$ cat src/rtl/stopwatch_pkg.sv
// Shared types and helpers for the stopwatch / lap timer block.
package stopwatch_pkg;

  typedef enum logic [1:0] {
    SW_IDLE    = 2'd0,
    SW_RUNNING = 2'd1,
    SW_PAUSED  = 2'd2
  } sw_state_t;

  // Bits needed to hold an occupancy of 0..depth inclusive.
  function automatic int unsigned level_width(input int unsigned depth);
    return $clog2(depth + 1);
  endfunction

endpackage

$ cat src/rtl/stopwatch_lap_timer_if.sv
// Lap stream from the stopwatch to its consumer: head data, valid/ready, level, overflow.
interface stopwatch_lap_timer_if #(
  parameter int unsigned DATA_WIDTH = 16,
  parameter int unsigned LVL_W      = 3
);
  logic [DATA_WIDTH-1:0] lap_data;
  logic                  lap_valid;
  logic                  lap_ready;
  logic [LVL_W-1:0]      lap_level;
  logic                  lap_overflow;

  modport master (
    output lap_data, lap_valid, lap_level, lap_overflow,
    input  lap_ready
  );

  modport slave (
    input  lap_data, lap_valid, lap_level, lap_overflow,
    output lap_ready
  );
endinterface

$ cat src/rtl/lap_fifo.sv
// Synchronous lap-capture FIFO with async reset, sync clear and sticky overflow.
module lap_fifo
  import stopwatch_pkg::*;
#(
  parameter int unsigned WIDTH = 16,
  parameter int unsigned DEPTH = 4,
  localparam int unsigned LvlW = level_width(DEPTH),
  localparam int unsigned AW   = $clog2(DEPTH)
) (
  input  logic             clk,
  input  logic             reset,
  input  logic             clear_i,
  input  logic             push_i,
  input  logic [WIDTH-1:0] push_data_i,
  input  logic             pop_i,
  output logic [WIDTH-1:0] head_o,
  output logic             empty_o,
  output logic [LvlW-1:0]  level_o,
  output logic             overflow_o
);

  logic [WIDTH-1:0] mem_q [DEPTH];
  logic [WIDTH-1:0] mem_d [DEPTH];
  logic [AW-1:0]    wr_ptr_q, wr_ptr_d, rd_ptr_q, rd_ptr_d;
  logic [LvlW-1:0]  level_q, level_d;
  logic             ovf_q, ovf_d;
  logic             full, do_pop, do_push;

  assign full    = (level_q == LvlW'(DEPTH));
  assign empty_o = (level_q == '0);
  // A push into a full FIFO still lands if the head leaves in the same cycle.
  assign do_pop  = pop_i & ~empty_o;
  assign do_push = push_i & (~full | do_pop);

  // Next-state for pointers, level, storage and the sticky overflow flag.
  always_comb begin
    mem_d    = mem_q;
    wr_ptr_d = wr_ptr_q;
    rd_ptr_d = rd_ptr_q;
    level_d  = level_q;
    ovf_d    = ovf_q;
    if (clear_i) begin
      wr_ptr_d = '0;
      rd_ptr_d = '0;
      level_d  = '0;
      ovf_d    = 1'b0;
    end else begin
      if (push_i && full && !do_pop) ovf_d = 1'b1;
      if (do_push) begin
        mem_d[wr_ptr_q] = push_data_i;
        wr_ptr_d        = wr_ptr_q + AW'(1);
      end
      if (do_pop) rd_ptr_d = rd_ptr_q + AW'(1);
      unique case ({do_push, do_pop})
        2'b10:   level_d = level_q + LvlW'(1);
        2'b01:   level_d = level_q - LvlW'(1);
        default: level_d = level_q;
      endcase
    end
  end

  // FIFO state registers.
  always_ff @(posedge clk or posedge reset) begin
    if (reset) begin
      for (int i = 0; i < int'(DEPTH); i++) mem_q[i] <= '0;
      wr_ptr_q <= '0;
      rd_ptr_q <= '0;
      level_q  <= '0;
      ovf_q    <= 1'b0;
    end else begin
      mem_q    <= mem_d;
      wr_ptr_q <= wr_ptr_d;
      rd_ptr_q <= rd_ptr_d;
      level_q  <= level_d;
      ovf_q    <= ovf_d;
    end
  end

  assign head_o     = mem_q[rd_ptr_q];
  assign level_o    = level_q;
  assign overflow_o = ovf_q;

endmodule

$ cat src/rtl/stopwatch_lap_timer.sv
// Stopwatch with prescaler, wrap at MAX, sync clear and a lap-capture FIFO.
// Optional build macro STOPWATCH_SATURATE_EN: a tick at MAX holds the count at MAX,
// forces PAUSED and pulses wrap as an expiry flag instead of wrapping to 0.
module stopwatch_lap_timer
  import stopwatch_pkg::*;
#(
  parameter int unsigned DATA_WIDTH = 16,
  parameter int unsigned MAX        = 99,
  parameter int unsigned TICK_DIV   = 1,
  parameter int unsigned LAP_DEPTH  = 4
) (
  input  logic                  clk,
  input  logic                  reset,
  input  logic                  start,
  input  logic                  stop,
  input  logic                  clear,
  input  logic                  lap,
  output logic [DATA_WIDTH-1:0] count,
  output logic                  running,
  output logic                  wrap,
  stopwatch_lap_timer_if.master lap_if
);

  localparam int unsigned PW = (TICK_DIV > 1) ? $clog2(TICK_DIV) : 1;

  sw_state_t             state_q, state_d;
  logic [PW-1:0]         presc_q, presc_d;
  logic [DATA_WIDTH-1:0] count_q, count_d;
  logic                  wrap_q, wrap_d;
  logic                  start_z_q, stop_z_q, lap_z_q;
  logic                  start_edge, stop_edge, lap_edge, tick;

  assign start_edge = start & ~start_z_q;
  assign stop_edge  = stop & ~stop_z_q;
  assign lap_edge   = lap & ~lap_z_q;

  // Control FSM, prescaler and counter next-state; clear beats stop beats start.
  always_comb begin
    state_d = state_q;
    presc_d = presc_q;
    count_d = count_q;
    wrap_d  = 1'b0;
    tick    = 1'b0;
    if (clear) begin
      state_d = SW_IDLE;
      presc_d = '0;
      count_d = '0;
    end else begin
      unique case (state_q)
        SW_IDLE: begin
          if (start_edge && !stop_edge) begin
            state_d = SW_RUNNING;
            presc_d = '0;
          end
        end
        SW_RUNNING: begin
          if (stop_edge) begin
            state_d = SW_PAUSED;
          end else if (presc_q == PW'(TICK_DIV - 1)) begin
            presc_d = '0;
            tick    = 1'b1;
          end else begin
            presc_d = presc_q + PW'(1);
          end
        end
        SW_PAUSED: begin
          if (start_edge && !stop_edge) state_d = SW_RUNNING;
        end
        default: state_d = SW_IDLE;
      endcase
      if (tick) begin
        if (count_q == DATA_WIDTH'(MAX)) begin
          wrap_d = 1'b1;
`ifdef STOPWATCH_SATURATE_EN
          state_d = SW_PAUSED;
`else
          count_d = '0;
`endif
        end else begin
          count_d = count_q + DATA_WIDTH'(1);
        end
      end
    end
  end

  // State, counter and edge-detect registers.
  always_ff @(posedge clk or posedge reset) begin
    if (reset) begin
      state_q   <= SW_IDLE;
      presc_q   <= '0;
      count_q   <= '0;
      wrap_q    <= 1'b0;
      start_z_q <= 1'b0;
      stop_z_q  <= 1'b0;
      lap_z_q   <= 1'b0;
    end else begin
      state_q   <= state_d;
      presc_q   <= presc_d;
      count_q   <= count_d;
      wrap_q    <= wrap_d;
      start_z_q <= start;
      stop_z_q  <= stop;
      lap_z_q   <= lap;
    end
  end

  logic fifo_empty;

  // Laps capture the pre-increment count; a same-cycle clear discards them.
  lap_fifo #(
    .WIDTH (DATA_WIDTH),
    .DEPTH (LAP_DEPTH)
  ) u_lap_fifo (
    .clk         (clk),
    .reset       (reset),
    .clear_i     (clear),
    .push_i      (lap_edge & ~clear & (state_q != SW_IDLE)),
    .push_data_i (count_q),
    .pop_i       (lap_if.lap_ready),
    .head_o      (lap_if.lap_data),
    .empty_o     (fifo_empty),
    .level_o     (lap_if.lap_level),
    .overflow_o  (lap_if.lap_overflow)
  );

  assign lap_if.lap_valid = ~fifo_empty;
  assign count            = count_q;
  assign running          = (state_q == SW_RUNNING);
  assign wrap             = wrap_q;

endmodule

$ cat src/flat_wrapper.sv
// flat-port wrapper written by rule: the top's interface ports become plain ports
module stopwatch_lap_timer_flat import stopwatch_pkg::*;
#(
  parameter int unsigned DATA_WIDTH = 16,
  parameter int unsigned MAX        = 99,
  parameter int unsigned TICK_DIV   = 1,
  parameter int unsigned LAP_DEPTH  = 4
)
  (clk, reset, start, stop, clear, lap, count, running, wrap, lap_if_lap_data, lap_if_lap_valid, lap_if_lap_level, lap_if_lap_overflow, lap_if_lap_ready);
  stopwatch_lap_timer_if #(.DATA_WIDTH(DATA_WIDTH), .LVL_W(3)) lap_if_i ();
  input  logic clk;
  input  logic reset;
  input  logic start;
  input  logic stop;
  input  logic clear;
  input  logic lap;
  output logic [DATA_WIDTH-1:0] count;
  output logic running;
  output logic wrap;
  output wire logic [$bits(lap_if_i.lap_data)-1:0] lap_if_lap_data;
  output wire logic [$bits(lap_if_i.lap_valid)-1:0] lap_if_lap_valid;
  output wire logic [$bits(lap_if_i.lap_level)-1:0] lap_if_lap_level;
  output wire logic [$bits(lap_if_i.lap_overflow)-1:0] lap_if_lap_overflow;
  input wire logic [$bits(lap_if_i.lap_ready)-1:0] lap_if_lap_ready;
  assign lap_if_lap_data = lap_if_i.lap_data;
  assign lap_if_lap_valid = lap_if_i.lap_valid;
  assign lap_if_lap_level = lap_if_i.lap_level;
  assign lap_if_lap_overflow = lap_if_i.lap_overflow;
  assign lap_if_i.lap_ready = lap_if_lap_ready;
  stopwatch_lap_timer #(.DATA_WIDTH(DATA_WIDTH), .MAX(MAX), .TICK_DIV(TICK_DIV), .LAP_DEPTH(LAP_DEPTH)) u_core (.clk(clk), .reset(reset), .start(start), .stop(stop), .clear(clear), .lap(lap), .count(count), .running(running), .wrap(wrap), .lap_if(lap_if_i));
endmodule
$ cat config.mk
export PLATFORM = sky130hd
export DESIGN_NAME = stopwatch_lap_timer_flat
export DESIGN_NICKNAME = d
export VERILOG_FILES = /design/src/rtl/stopwatch_pkg.sv /design/src/rtl/stopwatch_lap_timer_if.sv /design/src/rtl/lap_fifo.sv /design/src/rtl/stopwatch_lap_timer.sv /design/src/flat_wrapper.sv
export SDC_FILE = /design/constraint.sdc
export NUM_CORES = 1
export LEC_CHECK = 0
export CAP_MARGIN = 10
export CORE_MARGIN = 8
export CORE_UTILIZATION = 35
export CTS_CLUSTER_SIZE = 10
export DETAILED_ROUTE_END_ITERATION = 8
export PLACE_DENSITY_LB_ADDON = 0.05
export SYNTH_ARGS = -nofsm -noshare
export SYNTH_HDL_FRONTEND = slang
export SYNTH_SLANG_ARGS = --single-unit
$ cat constraint.sdc
create_clock -name clk -period 2.6 [get_ports clk]
set_input_delay 0.39 -clock clk [delete_from_list [all_inputs] [get_ports clk]]
set_output_delay 0.39 -clock clk [all_outputs]
set_load 0.1 [all_outputs]
==> results.md, run 1 <==
* CP Class: primary input to register
* Avg Synthesized Cell Area at 12.9 sq um
* Synth cell types at 49
* Row count at 41
* R2R depth at 8
* Hold_ws at 0.496 ns
* Area grow syn2layout at 25.3%
* RR Endpoint: u_core.u_lap_fifo.level_o[1]$_DFFE_PP0P_
* Worst hold stages at 1
* Pre-antenna DRT Iters at 4
* Avg WL per Cell at 18.0 microns
* Final wirelength at 10500 microns
* Final min period at 2.33 ns
* Synth Instances at 356
* I/O Pins at 46
* Critical Path RT at 2.82 ns
* DR vias at 3047
* Hold path start: u_core.u_lap_fifo.mem_q[59]$_DFFE_PP0P_
* Placed Cells at 566
* PortBufs at 45
* Initial DRC Count at 164
* Max Slew Vio Count at 0
* Reg2reg start: u_core.u_lap_fifo.level_o[2]$_DFFE_PP0P_
* Reg clk slew, reported paths at 0.06 ns
* Seq/Total Area, Yosys at 51.4%
* DRC at 0
* H-tree levels at 3
* Ys async rst share at 100%
* Largest net degree at the start of global routing at 95
* FF+latch count, synth at 94
* GR Util All Layers at 13.2%
* MaxCap Viol Count at 0
* Post-Synthesis Cell Area at 4580 sq um
* Core area at 12700 sq um
* Worst Max-Slew Pin Slew at 0.839 ns
* GRT Residual Overflow at 0
* Pleak at 0.00263 uW
* Antenna-violating nets left at 0
* Share of cells above drive strength 1 at 41.5%
* Hold buffers post-CTS at 0
* Util after Layout at 45.1%
* Post-synth EDFFs at 0
* CP Launch Type: primary input
* Number of buffers created by CTS at 9
* Arrival @ worst endpoint at 2.55 ns
* Relative slew slack at 44.1%
* Pwr Density at 532 nW/um^2
* Fmax at 430 MHz
* HPWL after detailed placement at 7100 microns
* CP max FO at 3
* Antenna violations before repair at 0
* Die Wd at 130 microns
* First-pass GRT wire length at 17000 microns
* Die height at 130 microns
* Post-CTS sizing at 0
* Filler Cell Count at 1219
* Hold Fails Final Rpt at 0
* R2R setup slack at 0.33 ns
* Syn Nets at 369
* Post CTS Setup Buffer Count at 0
* Worst hold path class: register to register
* Setup crit end kind: register
* Final period util at 89.5%
* RSZ-0062 raised after global routing: no
* TritonCTS clock tree: built
* Setup Skew at 0.00512 ns
* Clock Path Buffers at 2
* Maximum VDD drop at 0.000281 V
* Total Nets Final at 418
* Total die area at 17000 sq um
* Root buf cell: clkbuf_16
* Status: finished, final reports clean
* Most common cell after layout, fill and taps aside: dfrtp_1
* Ys flop type: dfrtp_1
* N_diodes at 0
* Most frequent cells in the layout: dfrtp_1, mux2_2, buf_4
* Clk sinks at 94
* Final non-filler cell total at 582
* Final setup fails at 0
* Via density at 5.24
* Hold Path Sink: u_core.u_lap_fifo.mem_q[59]$_DFFE_PP0P_
* Yosys warnings at 0
* Gpl congestion at 0.805
* Starting density of the core at 36.0%
* Clock Latency Late Sink at 0.34 ns
* Vias in the first global route at 3094
==> cells in the mapped netlist, types with 2 or more instances <==
master	n	area [sq um]
o211ai_1	2	15.0
and4_1	3	26.3
ha_1	5	62.6
buf_1	3	11.3
mux4_2	16	360
mux2_1	3	33.8
and3_1	4	25.0
nor3b_1	3	22.5
nand2b_1	4	25.0
clkbuf_1	23	86.3
nand2_1	11	41.3
nand3_1	11	55.1
nor4bb_1	2	20.0
o32ai_1	2	17.5
dfrtp_1	94	2350
o22ai_1	3	18.8
nor2_1	11	41.3
buf_6	5	56.3
xnor2_1	2	17.5
nor3_1	3	15.0
or2_2	2	12.5
and2_1	2	12.5
mux2_2	61	687
a31oi_1	11	68.8
mux2i_1	4	40.0
nand2_2	4	25.0
xor2_1	4	35.0
nor2b_1	4	25.0
o21ai_0	6	30.0
buf_2	2	10.0
a21oi_1	5	25.0
nand4_1	10	62.6
inv_1	9	33.8
nor4_1	4	25.0
a41oi_1	4	35.0
==> worst max-delay path, stage by stage <==
cell and delay [ns]:
clkdlybuf4s50_1 0.48, or3b_1 0.37, nor2_1 0.17, nor2_1 0.08, fa_1 0.51, nor2_1 0.06, a21oi_1 0.11, mux2i_1 0.09
nor4_1 0.29
==> cell families after synthesis <==
logic type / synth area share (%)
flip-flops: 51.4
multiplexers: 24.5
AND/OR/NAND/NOR: 10.0
AO/OA/AOI/OAI: 6.86
buffers and inverters: 4.32
XOR/XNOR: 1.15
adder cells (fa/ha/maj): 1.80
==> routing by layer <==
layer	vias up	share of wire, %	global-route usage [%]
met4	0	1.8	5.87
met5	-	0	0
met1	1565	47	17.8
met2	52	47	20.1
li1	1419	-	-
met3	11	3.8	2.63
==> where the power goes <==
| group | switching (uW) | leakage, uW | total, uW | internal (uW) |
|---|---|---|---|---|
| Sequential | 5.73 | 0.00130 | 1480 | 1470 |
| Clock | 547 | 0.000157 | 1410 | 867 |
| Combinational | 113 | 0.00117 | 163 | 50.7 |
| Total | 666 | 0.00263 | 3050 | 2390 |
==> cell type report <==
type	count	area, sq um	area share (%)
clock buffer	12	246	4.30
sequential	94	2360	41.1
tap	172	215	3.75
timing repair buffer	71	773	13.5
multi-input combinational	220	2040	35.5
inverter	9	37.5	0.654
clock inverter	4	70.1	1.22
==> registers in the layout, indices dropped and copies added, names as in the netlist <==
signal / flops
u_core.u_lap_fifo.overflow_o: 1
u_core.u_lap_fifo.level_o: 3
u_core.u_lap_fifo.rd_ptr_q: 2
u_core.count: 16
u_core.start_z_q: 1
u_core.state_q: 2
u_core.lap_z_q: 1
u_core.u_lap_fifo.wr_ptr_q: 2
u_core.u_lap_fifo.mem_q: 64
u_core.stop_z_q: 1
u_core.wrap: 1
==> how the worst max path moves through the flow <==
stage / end / startpoint / cells after the start
4_1_cts: u_core.u_lap_fifo.level_o[1]$_DFFE_PP0P_ / lap / 9
3_5_place_dp: u_core.u_lap_fifo.level_o[1]$_DFFE_PP0P_ / lap / 9
2_1_floorplan: u_core.u_lap_fifo.level_o[1]$_DFFE_PP0P_ / u_core.u_lap_fifo.level_o[2]$_DFFE_PP0P_ / 9
6_report: u_core.u_lap_fifo.level_o[1]$_DFFE_PP0P_ / lap / 9
5_1_grt: u_core.u_lap_fifo.level_o[1]$_DFFE_PP0P_ / lap / 9
3_3_place_gp: u_core.u_lap_fifo.level_o[2]$_DFFE_PP0P_ / lap / 8
==> metrics by stage <==
stage                     power (uW)  area [sq um]  worst slack, ns  TNS [ns]
after floorplan                 1610          4600         -0.00715  -0.00715
after global placement          1670          5420          -0.0379   -0.0381
after detailed placement        1670          5420          -0.0488   -0.0488
after CTS                       3100          5740            0.256         0
after global routing            3160          5740            0.118         0
final                           3050          5740            0.272         0
(Power assumes the default switching activity.)
==> run 2: changes to the inputs <==
--- a/config.mk
+++ b/config.mk
@@ -5,7 +5,7 @@
 export SDC_FILE = /design/constraint.sdc
 export NUM_CORES = 1
 export LEC_CHECK = 0
-export CAP_MARGIN = 10
+export CAP_MARGIN = 5
 export CORE_MARGIN = 8
 export CORE_UTILIZATION = 35
 export CTS_CLUSTER_SIZE = 10
==> results of run 2 <==
Same layout as run 1: the final DEF is identical, and so are final timing and power.
==> run 3: changes to the inputs <==
--- a/config.mk
+++ b/config.mk
@@ -11,6 +11,7 @@
 export CTS_CLUSTER_SIZE = 10
 export DETAILED_ROUTE_END_ITERATION = 8
 export PLACE_DENSITY_LB_ADDON = 0.05
+export SLEW_MARGIN = 20
 export SYNTH_ARGS = -nofsm -noshare
 export SYNTH_HDL_FRONTEND = slang
 export SYNTH_SLANG_ARGS = --single-unit
==> results of run 3 <==
Same layout as run 1: the final DEF is identical, and so are final timing and power.
